**src/rtl/decode_writeback_pkg.sv**
```systemverilog
// Shared constants for the Y86-64 decode/write-back stage: register ids,
// instruction codes and datapath sizing.
package decode_writeback_pkg;

  localparam int unsigned DATA_W   = 64;
  localparam int unsigned NUM_REGS = 15;
  localparam int unsigned CNT_W    = 32;

  localparam logic [DATA_W-1:0] STACK_INIT = 64'h0000_0000_0000_0200;

  localparam logic [3:0] RRSP  = 4'h4;
  localparam logic [3:0] RNONE = 4'hF;

  localparam logic [3:0] HALT   = 4'h0;
  localparam logic [3:0] NOP    = 4'h1;
  localparam logic [3:0] RRMOVQ = 4'h2;
  localparam logic [3:0] IRMOVQ = 4'h3;
  localparam logic [3:0] RMMOVQ = 4'h4;
  localparam logic [3:0] MRMOVQ = 4'h5;
  localparam logic [3:0] OPQ    = 4'h6;
  localparam logic [3:0] JXX    = 4'h7;
  localparam logic [3:0] CALL   = 4'h8;
  localparam logic [3:0] RET    = 4'h9;
  localparam logic [3:0] PUSHQ  = 4'hA;
  localparam logic [3:0] POPQ   = 4'hB;

endpackage

```
**src/rtl/decode_writeback_regfile.sv**
```systemverilog
// 15 x 64-bit register file with two read ports, a debug read port and two
// write ports; the M port overrides the E port on a same-id collision.
module regfile_2r2w
  import decode_writeback_pkg::*;
(
  input  logic              clk,
  input  logic              rst_n,
  input  logic              we_e,
  input  logic [3:0]        addr_e,
  input  logic [DATA_W-1:0] data_e,
  input  logic              we_m,
  input  logic [3:0]        addr_m,
  input  logic [DATA_W-1:0] data_m,
  input  logic [3:0]        raddr_a,
  output logic [DATA_W-1:0] rdata_a,
  input  logic [3:0]        raddr_b,
  output logic [DATA_W-1:0] rdata_b,
  input  logic [3:0]        dbg_addr,
  output logic [DATA_W-1:0] dbg_data
);

  logic [DATA_W-1:0] regs_r [NUM_REGS];

  // Id F is "no register" and reads as zero; reads show pre-edge state.
  assign rdata_a  = (raddr_a  == RNONE) ? {DATA_W{1'b0}} : regs_r[raddr_a];
  assign rdata_b  = (raddr_b  == RNONE) ? {DATA_W{1'b0}} : regs_r[raddr_b];
  assign dbg_data = (dbg_addr == RNONE) ? {DATA_W{1'b0}} : regs_r[dbg_addr];

  // Register update: reset loads %rsp with the stack base, M beats E.
  always_ff @(posedge clk) begin
    for (int i = 0; i < int'(NUM_REGS); i++) begin
      if (!rst_n) begin
        regs_r[i] <= (4'(i) == RRSP) ? STACK_INIT : {DATA_W{1'b0}};
      end else if (we_m && (addr_m == 4'(i))) begin
        regs_r[i] <= data_m;
      end else if (we_e && (addr_e == 4'(i))) begin
        regs_r[i] <= data_e;
      end else begin
        regs_r[i] <= regs_r[i];
      end
    end
  end

endmodule

```
**src/rtl/decode_writeback.sv**
```systemverilog
// Y86-64 decode and write-back stage: source/destination selection from the
// fetched fields, register file access and a count of register-writing commits.
module decode_writeback
  import decode_writeback_pkg::*;
(
  input  logic              clk_i,
  input  logic              rst_n_i,
  input  logic [3:0]        icode_i,
  input  logic [3:0]        ra_i,
  input  logic [3:0]        rb_i,
  input  logic              cnd_i,
  input  logic [DATA_W-1:0] vale_i,
  input  logic [DATA_W-1:0] valm_i,
  input  logic              wb_en_i,
  output logic [3:0]        srca_o,
  output logic [3:0]        srcb_o,
  output logic [3:0]        dste_o,
  output logic [3:0]        dstm_o,
  output logic [DATA_W-1:0] vala_o,
  output logic [DATA_W-1:0] valb_o,
  input  logic [3:0]        dbg_addr_i,
  output logic [DATA_W-1:0] dbg_data_o,
  output logic [CNT_W-1:0]  wb_cnt_o
);

  logic [3:0]       srca_s, srcb_s, dste_s, dstm_s;
  logic             we_e_s, we_m_s;
  logic [CNT_W-1:0] wb_cnt_r;

  // Source and destination selection from the instruction code.
  always_comb begin
    srca_s = RNONE;
    srcb_s = RNONE;
    dste_s = RNONE;
    dstm_s = RNONE;
    case (icode_i)
      RRMOVQ: begin
        srca_s = ra_i;
        // Conditional move only commits when execute says the condition holds.
        if (cnd_i) begin
          dste_s = rb_i;
        end else begin
          dste_s = RNONE;
        end
      end
      IRMOVQ: dste_s = rb_i;
      RMMOVQ: begin
        srca_s = ra_i;
        srcb_s = rb_i;
      end
      MRMOVQ: begin
        srcb_s = rb_i;
        dstm_s = ra_i;
      end
      OPQ: begin
        srca_s = ra_i;
        srcb_s = rb_i;
        dste_s = rb_i;
      end
      CALL: begin
        srcb_s = RRSP;
        dste_s = RRSP;
      end
      RET: begin
        srca_s = RRSP;
        srcb_s = RRSP;
        dste_s = RRSP;
      end
      PUSHQ: begin
        srca_s = ra_i;
        srcb_s = RRSP;
        dste_s = RRSP;
      end
      POPQ: begin
        srca_s = RRSP;
        srcb_s = RRSP;
        dste_s = RRSP;
        dstm_s = ra_i;
      end
      default: begin
        srca_s = RNONE;
        srcb_s = RNONE;
        dste_s = RNONE;
        dstm_s = RNONE;
      end
    endcase
  end

  assign we_e_s = wb_en_i && (dste_s != RNONE);
  assign we_m_s = wb_en_i && (dstm_s != RNONE);

  regfile_2r2w u_regfile (
    .clk      (clk_i),
    .rst_n    (rst_n_i),
    .we_e     (we_e_s),
    .addr_e   (dste_s),
    .data_e   (vale_i),
    .we_m     (we_m_s),
    .addr_m   (dstm_s),
    .data_m   (valm_i),
    .raddr_a  (srca_s),
    .rdata_a  (vala_o),
    .raddr_b  (srcb_s),
    .rdata_b  (valb_o),
    .dbg_addr (dbg_addr_i),
    .dbg_data (dbg_data_o)
  );

  // Commit counter: one tick per enabled instruction that writes a register.
  always_ff @(posedge clk_i) begin
    if (!rst_n_i) begin
      wb_cnt_r <= {CNT_W{1'b0}};
    end else if (we_e_s || we_m_s) begin
      wb_cnt_r <= wb_cnt_r + 32'd1;
    end else begin
      wb_cnt_r <= wb_cnt_r;
    end
  end

  assign srca_o   = srca_s;
  assign srcb_o   = srcb_s;
  assign dste_o   = dste_s;
  assign dstm_o   = dstm_s;
  assign wb_cnt_o = wb_cnt_r;

endmodule

```
**config.mk**
```make
export PLATFORM = sky130hd
export DESIGN_NAME = decode_writeback
export DESIGN_NICKNAME = d
export VERILOG_FILES = /design/src/rtl/decode_writeback_pkg.sv /design/src/rtl/decode_writeback_regfile.sv /design/src/rtl/decode_writeback.sv
export SDC_FILE = /design/constraint.sdc
export NUM_CORES = 2
export LEC_CHECK = 0
export CORE_AREA = 2 2 516 518
export CTS_CLUSTER_SIZE = 12
export DETAILED_ROUTE_END_ITERATION = 6
export DIE_AREA = 0 0 518 520
export PLACE_DENSITY = 0.39
export SLEW_MARGIN = 20
export SYNTH_ARGS = -nofsm -noshare
export SYNTH_HDL_FRONTEND = slang
export SYNTH_SLANG_ARGS = --single-unit
```
**constraint.sdc**
```tcl
create_clock -name clk_i -period 15.2 [get_ports clk_i]
set_input_delay 3.04 -clock clk_i [delete_from_list [all_inputs] [get_ports clk_i]]
set_output_delay 3.04 -clock clk_i [all_outputs]
set_load 0.005 [all_outputs]
```
==> reports/metrics.sh <==
OUTCOME='completed'
POWER.SHARE.SWITCHING_PCT=30.8
DRT_DRC_VIOLATIONS_LEFT=0
PRE_CTS_SLACK_NS=3.69
YS_SEQ_AREA_SHARE_PCT=44.9
DETAILEDROUTE.FIRSTPASSITERATIONCOUNT=6
DP.FINAL_HPWL_UM=211000
ASYNC_RESET_FF_SHARE_PCT=0
MOST_COMMON_CELL_AFTER_LAYOUT_FILL_AND_TAPS_ASIDE='nand2_1'
TRITONCTS='built'
WORSTPATHARRIVAL_NS=8.59
ROUTE.DETAILED.VIAS_PER_INST=6.16
POST_CTS_BUFFERS=0
POWER.SHARE.CLOCK_PCT=39.9
DIE-HEIGHT_UM=520
CTS_HTREE_LEVELS=4
CORE_AREA_MM2=0.264
IOPINCOUNT=388
AREA.GROWTH.SYNTH_TO_FINAL_PCT=16.7
FIN_WORST_SKEW_NS=0.00884
SYNTHCELLS=6111
NET-SWITCHING-POWER_mW=2.48
POWER_FRAC_COMB_PCT=19.2
ANT_NETS=0
MAX-VDD-IR-DROP_mV=0.116
GRT_USE_TOTAL_PCT=26.5
CLK_PIN_SLEW_NS=0.06
COUNT_OF_DIFFERENT_CELL_MASTERS_AFTER_SYNTHESIS=81
P_LEAK_nW=24.9
SYNTH.NET_COUNT=6260
DRT_ITER0_DRC=7891
ROOT_BUFFER='clkbuf_16'
FP-ROW-COUNT=189
PATH_CLASS='input port to output port'
TIGHTESTPINTRANSITION_NS=1.23
MAX-SLEW-MARGIN-REL_PCT=17.9
POWERDENSITY_mW_PER_MM2=105
VIA_COUNT=59600
CRITICAL_PATH.MAX_FANOUT=44
HOLD_PATH.CLASS='register to register'
CLK_PATH_BUF_DEPTH=3
MAX_CAP_VIOLATIONS=0
HOLD_VIOLATIONS=0
CELL_AREA_AFTER_SYNTHESIS_MM2=0.0657
REGISTER_SHARE_OF_TOTAL_POWER_PCT=40.9
CTS_RESIZED=0
SYNTH_SEQ_CELLS=992
FIN_HOLD_WS_NS=0.486
POST_LAYOUT_WORST_SETUP_MARGIN_NS=3.57
TIMING.FMAX_GHz=0.0860
TIMING.SETUP.TNS_NS=0
LAYOUT.FILLER_CELLS=27100
GRT.OVERFLOW.TOTAL=0
YOSYSWARNINGS=0
CRIT_PATH_END_KIND='output port'
WORST-ENDPOINT-REQUIRED_NS=12.16
GRT_PASS1_VIAS=58100
POSTPLACECELLAREA_MM2=0.0724
FLOORPLAN.INITIALDENSITY_PCT=24.9
GRT_SETUP_UNREPAIRED='no'
NUMBER_OF_BUFFERS_CREATED_BY_CTS=134
INTERNAL_POWER_mW=5.58
DIE_WIDTH_UM=518
YS.FLOP_TYPE='edfxtp_1'
FOOTPRINT_OF_THE_MULTI_INPUT_GATES_MM2=0.0329
PIN_COUNT_OF_THE_BIGGEST_NET_ENTERING_GLOBAL_ROUTING=142
CLOCK_SINK_COUNT=992
FINALWIRELENGTH_UM=370000
PLACE.PORT_BUFFERS=387
POSTSYNTHAREAPERCELL_UM2=10.7
GRT_PASS1_WL_UM=501000
FINAL_MAX_SLEW_VIOL_COUNT=0
POST-ROUTE-CELL-AREA_MM2=0.0767
FINALNETCOUNT=6174
GRT_ANTENNA_BEFORE_REPAIR=50
SYNTH_EDF_COUNT=960
WL_PER_CELL_UM=38.2
DIE_AREA_MM2=0.269
CRIT_PATH_START_KIND='input port'
FIN_CRIT_SH_PCT=76.5
MOST-COMMON-LAYOUT-CELLS='nand2_1 (1,030), a22o_1 (960), edfxtp_1 (960)'
INSERTION_DELAY_OF_THE_LATER_CLOCKED_PIN_IN_THE_WORST_SKEW_PAIR_NS=0.81
FINALCRITICALPERIOD_NS=11.63
AREA.SEQUENTIAL_MM2=0.0295
FINAL_SETUP_VIOLS=0
DRIVE_ABOVE_1_SHARE_PCT=12.9
FINALWEIGHTEDCONGESTION=0.824
POSTCTSHOLDBUFS=0
[registers in the layout, indices dropped and copies added, names as in the netlist]
name / count
u_regfile.regs_r: 960
wb_cnt_o: 32
[worst max-delay path: stages]
cell and delay [ns]:
clkdlybuf4s50_1 0.53, buf_4 0.31, nand2b_4 0.37, buf_4 0.83
or3_4 0.75, nor2_4 0.15, buf_4 0.46, o211ai_1 0.25
nand3_1 0.19, o211ai_1 0.94, clkdlybuf4s50_1 0.68
[cell type report]
cell class | instances | share of cell area, %
antenna | 13 | 0.0424
inverter | 74 | 0.405
clock inverter | 67 | 0.907
multi-input combinational | 4269 | 42.9
sequential | 992 | 38.4
tap | 3533 | 5.76
clock buffer | 165 | 4.64
timing repair buffer | 554 | 6.93
[path summary, 6_finish.rpt]
path	start	end	slack, ns	cells after the start
max	icode_i[3]	valb_o[21]	3.57	11
min	wb_cnt_o[31]$_SDFFE_PN0P_	wb_cnt_o[31]$_SDFFE_PN0P_	0.49	2
max reg2reg	wb_cnt_o[0]$_SDFFE_PN0P_	wb_cnt_o[28]$_SDFFE_PN0P_	12.88	7
min reg2reg	wb_cnt_o[31]$_SDFFE_PN0P_	wb_cnt_o[31]$_SDFFE_PN0P_	0.49	2
[cells by family after synthesis]
family          after synthesis  synth area share (%)
xor+xnor                      5                0.0667
simple gates               1768                  11.9
compound gates             2105                  25.4
flops                       992                  44.9
mux                         390                  12.0
fa+ha+maj                     1                0.0190
buf+inv                     850                  5.71
[power groups by stage]
| stage | combinational (mW) | clock [mW] | sequential (mW) |
|---|---|---|---|
| global placement | 1.53 | 0 | 3.34 |
| CTS | 1.54 | 3.26 | 3.28 |
| floorplan | 0.777 | 0 | 3.30 |
| detailed placement | 1.53 | 0 | 3.34 |
| finish | 1.55 | 3.22 | 3.29 |
| global route | 1.61 | 3.35 | 3.31 |
[Yosys cell counts (13+ instances only)]
| library cell | number | area [µm²] |
|---|---|---|
| buf_2 | 271 | 1360 |
| nor2_4 | 14 | 158 |
| o211ai_1 | 182 | 1370 |
| nand2_1 | 1032 | 3870 |
| nor3_1 | 24 | 120 |
| a221oi_1 | 127 | 1110 |
| a22oi_1 | 49 | 368 |
| edfxtp_1 | 960 | 28800 |
| or3_1 | 22 | 138 |
| nor4_1 | 14 | 87.6 |
| nand3_1 | 381 | 1910 |
| o21ai_0 | 190 | 951 |
| buf_6 | 22 | 248 |
| nand4_1 | 13 | 81.3 |
| a311oi_1 | 50 | 438 |
| o221a_1 | 13 | 146 |
| dfxtp_1 | 32 | 641 |
| mux2i_1 | 70 | 701 |
| a211oi_1 | 147 | 1100 |
| buf_4 | 13 | 97.6 |
| o31a_1 | 13 | 114 |
| o21ai_1 | 17 | 85.1 |
| a31oi_1 | 69 | 432 |
| nor2_1 | 122 | 458 |
| a221oi_2 | 30 | 450 |
| nand2b_1 | 15 | 93.8 |
| mux4_2 | 320 | 7210 |
| clkbuf_1 | 405 | 1520 |
| buf_1 | 65 | 244 |
| inv_1 | 69 | 259 |
| a21oi_1 | 163 | 816 |
| a22o_1 | 960 | 8410 |
| nor2b_1 | 67 | 419 |
| and3_1 | 18 | 113 |
| o2bb2ai_1 | 47 | 412 |
[stage by stage]
step / total power [mW] / instances / util [%]
2_1_floorplan: 4.08 / 6111 / -
3_3_place_gp: 4.87 / 9416 / 27.4
3_5_place_dp: 4.87 / 9421 / 27.4
4_1_cts: 8.08 / 9653 / 29.0
5_1_grt: 8.27 / 9662 / 29.1
6_report: 8.05 / 9667 / 29.1
[per-layer routing]
layer | global-route usage [%] | vias to the layer above | share of wire (%)
li1 | - | 24200 | -
met1 | 35.2 | 30900 | 42
met2 | 41.4 | 3671 | 45
met3 | 6.06 | 787 | 9.0
met4 | 10.7 | 34 | 4.3
met5 | 0 | - | 0.058
(Power assumes the default switching activity.)
